### config.mk
export PLATFORM = sky130hd
export DESIGN_NAME = ahb_slave_interface
export DESIGN_NICKNAME = d
export VERILOG_FILES = /design/src/rtl/ahb_apb_pkg.sv /design/src/rtl/ahb_addr_decode.sv /design/src/rtl/ahb_slave_interface.sv
export SDC_FILE = /design/constraint.sdc
export NUM_CORES = 1
export LEC_CHECK = 0
export CAP_MARGIN = 30
export CORE_AREA = 5 5 101 103
export CTS_CLUSTER_DIAMETER = 80
export DETAILED_ROUTE_END_ITERATION = 12
export DIE_AREA = 0 0 106 108
export DONT_BUFFER_PORTS = 1
export GPL_TIMING_DRIVEN = 0
export HOLD_SLACK_MARGIN = 0.15
export PLACE_DENSITY = 0.66
export SLEW_MARGIN = 30
export SYNTH_ARGS = -nofsm -noshare
export SYNTH_HDL_FRONTEND = slang
export SYNTH_SLANG_ARGS = --single-unit
export TNS_END_PERCENT = 5
### constraint.sdc
create_clock -name Hclk -period 1.5 [get_ports Hclk]
set_clock_uncertainty 0.2 [all_clocks]
set_input_delay 0.3 -clock Hclk [delete_from_list [all_inputs] [get_ports Hclk]]
set_output_delay 0.3 -clock Hclk [all_outputs]
set_load 0.1 [all_outputs]
### src/rtl/ahb_apb_pkg.sv
// Shared encodings and defaults for the AHB side of the AHB-to-APB bridge.
package ahb_apb_pkg;

    // AHB transfer types
    localparam logic [1:0] HTRANS_IDLE   = 2'b00;
    localparam logic [1:0] HTRANS_BUSY   = 2'b01;
    localparam logic [1:0] HTRANS_NONSEQ = 2'b10;
    localparam logic [1:0] HTRANS_SEQ    = 2'b11;

    // AHB responses
    localparam logic [1:0] HRESP_OKAY  = 2'b00;
    localparam logic [1:0] HRESP_ERROR = 2'b01;

    // Error-response FSM: the two-cycle ERROR response runs ERR1 then ERR2
    typedef logic [1:0] err_state_t;
    localparam err_state_t ST_OKAY = 2'd0;
    localparam err_state_t ST_ERR1 = 2'd1;
    localparam err_state_t ST_ERR2 = 2'd2;

    // Default peripheral region bases and region size (log2 bytes)
    localparam logic [31:0] DEF_BASE0       = 32'h8000_0000;
    localparam logic [31:0] DEF_BASE1       = 32'h8400_0000;
    localparam logic [31:0] DEF_BASE2       = 32'h8800_0000;
    localparam int          DEF_REGION_BITS = 26;

endpackage

### src/rtl/ahb_addr_decode.sv
// Maps an AHB address onto a one-hot select for one of three peripheral regions.
module ahb_addr_decode
    import ahb_apb_pkg::*;
#(
    parameter logic [31:0] BASE0       = DEF_BASE0,
    parameter logic [31:0] BASE1       = DEF_BASE1,
    parameter logic [31:0] BASE2       = DEF_BASE2,
    parameter int          REGION_BITS = DEF_REGION_BITS
) (
    input  logic [31:0] i_haddr,
    output logic [2:0]  o_tempselx
);

    // Keeps only the bits above the region offset
    localparam logic [31:0] REGION_MASK = ~((32'd1 << REGION_BITS) - 32'd1);

    logic [31:0] w_addr_hi;

    assign w_addr_hi = i_haddr & REGION_MASK;

    // Compare the region field of the address with each base
    always_comb begin
        // NOTE: every output of a combinational block gets a default first so no path leaves it unassigned (which would infer a latch).
        o_tempselx = 3'b000;
        if (w_addr_hi == (BASE0 & REGION_MASK)) begin
            o_tempselx = 3'b001;
        end else if (w_addr_hi == (BASE1 & REGION_MASK)) begin
            o_tempselx = 3'b010;
        end else if (w_addr_hi == (BASE2 & REGION_MASK)) begin
            o_tempselx = 3'b100;
        end
    end

endmodule

### src/rtl/ahb_slave_interface.sv
// AHB slave front end of the bridge: address/data pipeline, transfer
// qualification and the two-cycle ERROR response for unmapped addresses.
module ahb_slave_interface
    import ahb_apb_pkg::*;
#(
    parameter logic [31:0] BASE0       = DEF_BASE0,
    parameter logic [31:0] BASE1       = DEF_BASE1,
    parameter logic [31:0] BASE2       = DEF_BASE2,
    parameter int          REGION_BITS = DEF_REGION_BITS
) (
    input  logic        Hclk,
    input  logic        Hreset,
    input  logic        Hwrite,
    input  logic        Hreadyin,
    input  logic [1:0]  Htrans,
    input  logic [31:0] Haddr,
    input  logic [31:0] Hwdata,
    input  logic [31:0] Prdata,
    input  logic        Hreadyout,
    output logic        valid,
    output logic [31:0] Haddr1,
    output logic [31:0] Haddr2,
    output logic [31:0] Hwdata1,
    output logic [31:0] Hwdata2,
    output logic        Hwritereg,
    output logic [2:0]  tempselx,
    output logic [31:0] Hrdata,
    output logic [1:0]  Hresp,
    output logic        Hready
);

    logic [2:0]  w_tempselx;
    logic        w_active;
    logic        w_unmapped;
    err_state_t  r_state;
    err_state_t  w_next_state;
    logic [31:0] r_haddr1;
    logic [31:0] r_haddr2;
    logic [31:0] r_hwdata1;
    logic [31:0] r_hwdata2;
    logic        r_hwrite;

    ahb_addr_decode #(
        .BASE0       (BASE0),
        .BASE1       (BASE1),
        .BASE2       (BASE2),
        .REGION_BITS (REGION_BITS)
    ) u_decode (
        .i_haddr    (Haddr),
        .o_tempselx (w_tempselx)
    );

    // Only NONSEQ and SEQ carry a real transfer; IDLE/BUSY never qualify or fault
    assign w_active   = (Htrans == HTRANS_NONSEQ) || (Htrans == HTRANS_SEQ);
    assign w_unmapped = (w_tempselx == 3'b000);

    // Transfers arriving while an ERROR response is in flight are dropped
    assign valid     = Hreadyin && w_active && !w_unmapped && (r_state == ST_OKAY);
    assign tempselx  = w_tempselx;
    assign Hrdata    = Prdata;
    assign Haddr1    = r_haddr1;
    assign Haddr2    = r_haddr2;
    assign Hwdata1   = r_hwdata1;
    assign Hwdata2   = r_hwdata2;
    assign Hwritereg = r_hwrite;

    // Two-stage address/data pipeline that advances only when the bus is ready
    always_ff @(posedge Hclk) begin
        if (Hreset) begin
            // NOTE: clocked state uses <= so every flop samples pre-edge values; with = the stage-2 copy would see stage 1's new value.
            r_haddr1  <= '0;
            r_haddr2  <= '0;
            r_hwdata1 <= '0;
            r_hwdata2 <= '0;
            r_hwrite  <= 1'b0;
        end else if (Hreadyin) begin
            r_haddr1  <= Haddr;
            r_haddr2  <= r_haddr1;
            r_hwdata1 <= Hwdata;
            r_hwdata2 <= r_hwdata1;
            r_hwrite  <= Hwrite;
        end
    end

    // Next state: an active transfer to an unmapped address starts the ERROR response
    always_comb begin
        w_next_state = ST_OKAY;
        case (r_state)
            ST_OKAY: if (Hreadyin && w_active && w_unmapped) w_next_state = ST_ERR1;
            ST_ERR1: w_next_state = ST_ERR2;
            default: w_next_state = ST_OKAY;
        endcase
    end

    // Error FSM state register
    always_ff @(posedge Hclk) begin
        if (Hreset) begin
            r_state <= ST_OKAY;
        end else begin
            r_state <= w_next_state;
        end
    end

    // Response outputs: ERROR takes one wait cycle then completes
    always_comb begin
        Hresp  = HRESP_OKAY;
        Hready = Hreadyout;
        case (r_state)
            ST_ERR1: begin
                Hresp  = HRESP_ERROR;
                Hready = 1'b0;
            end
            ST_ERR2: begin
                Hresp  = HRESP_ERROR;
                Hready = 1'b1;
            end
            default: begin
                Hresp  = HRESP_OKAY;
                Hready = Hreadyout;
            end
        endcase
    end

endmodule

### Yosys cells after proc, flatten, opt, wreduce, memory -nomap -nowiden

Cells that the tools add are included.

* flip-flop bits (word level): 131
* logic and storage cells: 29

* reductions and logical operators: 9
* muxes and demuxes: 7
* eq/ne operators: 7

Operators by type and width (count)
* equality test 6 bit (second input constant): 3
* two-way mux 3 bit: 3
* equality test 2 bit (second input constant): 3
* logical AND 1 bit: 4
* one-hot mux 2 bit (2 select lines): 1
* logical NOT 3 bit: 1
* equality test 2 x 1 -> 1 bit (second input constant): 1
* logical NOT 2 bit: 1
* two-way mux 1 bit: 2
* one-hot mux 1 bit (2 select lines): 1
* OR reduction 2 bit: 1
* logical NOT 1 bit: 1
* logical OR 1 bit: 1

### Depth between registers and ports, before layout

* word-level depth: 8
* depth in mapped cells: 5

### Modules after synthesis

From an unflattened synthesis, not the netlist that was laid out.

* cells, all modules: 468
* area, all modules: 5014.8 um2

By module, submodules not included
* ahb_slave_interface: cells an instance 464, area an instance 4971.0 um2, times used 1
* ahb_addr_decode: cells an instance 4, area an instance 43.8 um2, times used 1

### Worst setup path after synthesis

Ideal clock, no wire load.

* path kind: input port to output port
* start point: in Haddr[28]
* end point: out tempselx[0]
* slack: -1.912 ns
* arrival: 2.912 ns
* stages on the path: 2
* path through: or4b_4 > nor3_1

* word-level cells in the longest chain between the ends: 3
* elaborated cells on any way between the ends: 4
* classes of those cells: eq/ne: 2; mux: 2

Ends and longest elaborated chain
* from (decl): line ahb_slave_interface.sv:16 `input logic [31:0] Haddr,`
* equality test 6 bit: line ahb_addr_decode.sv:27 `end else if (w_addr_hi == (BASE1 & REGION_MASK)) begin`
* two-way mux 3 bit: line ahb_addr_decode.sv:27
* two-way mux 3 bit (*): line ahb_addr_decode.sv:25 `if (w_addr_hi == (BASE0 & REGION_MASK)) begin`
* to (decl): line ahb_slave_interface.sv:26 `output logic [2:0] tempselx,`

Mark *: on every way between the ends. The rest lies on a longest branch, timed or not.

### Final worst setup path

* start point: reg r_state[0]
* end point: out Hready

* word-level cells in the longest chain between the ends: 2
* elaborated cells on any way between the ends: 3
* classes of those cells: eq/ne: 2; mux: 1

Ends and longest elaborated chain
* from (decl): line ahb_slave_interface.sv:35 `err_state_t r_state;`
* from (signal assigned): line ahb_slave_interface.sv:100 `r_state <= w_next_state;`
* equality test 2 bit or equality test 2 x 1 -> 1 bit (tied branches): line ahb_slave_interface.sv:108 `case (r_state)`
* one-hot mux 1 bit (2 select lines) (*): line ahb_slave_interface.sv:108
* to (decl): line ahb_slave_interface.sv:29 `output logic Hready`

Marked as above.

==> impl_results.md <==
* Status: finished with violations
* Failing checks: negative hold slack, negative setup slack
* Top-count cell post-synth: dfxtp_1
* Startpoint Class: register
* Fmax achieved at roughly 430 MHz
* # H-tree levels at 4
* Final GP Congestion at 0.728
* Grt total ovfl at 0
* Crit Path Max Fanout at 2
* Detailed router's first-iteration violation count at 132
* Hold Path Class: input port to register
* Post-Syn Nets at 575
* Clk slew on worst S/H paths at 0.05 ns
* Worst setup margin at -0.849 ns
* Number of port buffers at 0
* WP data arrival at between 1.5 and 2 ns
* CTS tree: built
* Sum of negative setup slack at -8.66 ns
* Wire per inst at 20.7 um
* Vias in the first global route at roughly 3900
* MaxCap Viol Count at 0
* IO Pins at 271
* Cell with the largest stage delay on the worst path: mux2_4
* Syn Inst Count at about 470
* Filler Cells Inserted at 604
* Critical Path RT at 1.00 ns
* Drt first pass iters at 4
* Synth warnings at 0
* LEAKAGE at 3.09 nW
* Yosys top cell area share at 52.9%
* Post-route ant nets at 0
* Effective utilization at floorplan at 54.4%
* CTS Buffer Depth at 2
* Antenna violations before repair at 0
* Commonest cells post-synth: 131 x dfxtp_1, 129 x mux2i_1, 129 x nor2_1, 45 x buf_4, 10 x clkbuf_1
* Mapped cell area at 4960 um^2
* CTS Hold Bufs at 66
* Maximum VDD drop at between 0.0008 and 0.0009 V
* Worst-skew pair later-pin latency at 0.50 ns
* Synth area leader: dfxtp_1
* Layout cell share with drive strength beyond 1 at between 30% and 40%
* Via Count at 3642
* Flops & latches, synth at 131
* Slew of the pin with the lowest slew margin at 0.984 ns
* Post-route minimum period at roughly 2.3 ns
* Num CTS Buffers at 17
* Setup CP Type: register to primary output
* Largest net degree at the start of global routing at 17
* Clock sinks at ~130
* WHS at -0.229 ns
* Ant diodes at 0
* CP Capture Type: primary output
* Slew headroom at 34.2%
* Core area at about 9000 um^2
* Dominant register cell in the synthesized netlist: dfxtp_1
* Crit-path max cell delay at 0.48 ns
* Row count at 35
* Worst path cell trace: inv_2, ha_4, mux2_4
* Ranking of synthesized cells by area: dfxtp_1 53%, mux2i_1 26%, nor2_1 9.8%
* Overall routing resource usage at 23.9%
* Flop-to-flop setup slack at 0.35 ns
* First-pass GRT wire length at 21400 um
* Asr flop ratio synth at 0%
* Number of synthesized flops with an enable pin at 0
* Die Width at approximately 110 um
* RSZ-0062 raised after global routing: true
* DR vias/cell at 5.32
* Syn Area/Cell at around 11 um^2
* Pre-CTS WS at -0.804 ns
* Final hold vios at 1
* Die Span Y at 108 um
* Distinct cells, synth at 19
* Area grow syn2layout at 41.8%
* Hpwl dp at between 9000 and 10000 um
* Placed instance count at 581
* Design Area, Final at 7030 um^2
* Cell Area, Placed at just over 5000 um^2
* Tcrit/Tclk final at 157%
* Die area at 11400 um^2
* Final core occ at 77.2%
* Drt total wl at 14200 um
* Power density over the cells at 1470 nW/um^2
* Fin nets at 667
* # DRC at 0
* Final Slew Violations at 0
* Setup-failing EPs final at 135
* Clk root buf: clkbuf_8
* Layout Cells excl Fill at around 690
* Register area share after synthesis at roughly 53%
sequential cells by signal, indices dropped and copies added, names as in the netlist:
signal     flops
Haddr1        32
Haddr2        32
Hwdata1       32
Hwdata2       32
r_state        2
Hwritereg      1
path summary, 6_finish.rpt:
kind,cells after the start,endpoint,startpoint
max,3,Hready,r_state[0]
min,2,r_state[0],Htrans[1]
max reg2reg,2,Haddr1[0],Haddr1[0]
min reg2reg,2,Hwdata2[31],Hwdata2[31]
metrics by stage:
| step | hold WS (ns) | total power, mW |
|---|---|---|
| 2_1_floorplan | 0.247 | 5.85 |
| 3_3_place_gp | 0.250 | 5.98 |
| 3_5_place_dp | 0.257 | 6.00 |
| 4_1_cts | -0.260 | 10.3 |
| 5_1_grt | -0.237 | 10.6 |
| 6_report | -0.229 | 10.3 |
report_power, final:
part	internal [mW]	total, mW	switching (mW)
clock network	2.80	4.31	1.51
logic	0.411	1.13	0.717
registers	3.55	4.88	1.33
area by class of cell:
| type | count | area (um^2) | area share (%) |
|---|---|---|---|
| Inverter | 2 | 7.51 | 0.107 |
| Clock buffer | 21 | 449 | 6.39 |
| Timing Repair Buffer | 73 | 766 | 10.9 |
| Multi-Input combinational cell | 273 | 1970 | 28.1 |
| Buffer | 63 | 413 | 5.87 |
| Tap cell | 111 | 139 | 1.97 |
| Sequential cell | 131 | 3110 | 44.2 |
| Clock inverter | 11 | 175 | 2.49 |
routing by layer:
metal | track usage, % | routed length (um) | share of wire (%)
met2 | 45.1 | 7690 | 54
met4 | 7.86 | 248 | 1.8
met5 | 0 | 0 | 0
met1 | 24.0 | 4810 | 34
met3 | 9.73 | 1410 | 9.9
critical path, delay by kind of cell, from the launching register on:
| kind | cells | cell delay, ns |
|---|---|---|
| muxes | 1 | 0.48 |
| adders and majority gates | 1 | 0.46 |
| buffers and inverters | 1 | 0.05 |
| DFF | 1 | 0.35 |
logic make-up after synthesis:
group           synth area share, %
compound gates                0.151
flops                          52.9
mux                            26.3
simple gates                   11.4
other cells                  0.0756
fa+ha+maj                     0.757
buf+inv                        8.48
layout by cell type, fill, tap and decap left out, types with 3 or more instances in the layout:
master         count
buf_2              6
buf_4             49
bufinv_16          4
clkbuf_1          12
clkbuf_16         19
clkbuf_8           3
dfxtp_4          129
dlygate4sd3_1     66
mux2i_1          129
nor2_1           129
nor3b_4            3
repair_timing:
action	in CTS	in global routing
buffers inserted	4	0
gates cloned	0	0
resized for setup	259	1
setup endpoints to repair	256	135
hold endpoints to repair	67	1
pin swaps	4	2
Power figures use the tool's default switching activity.
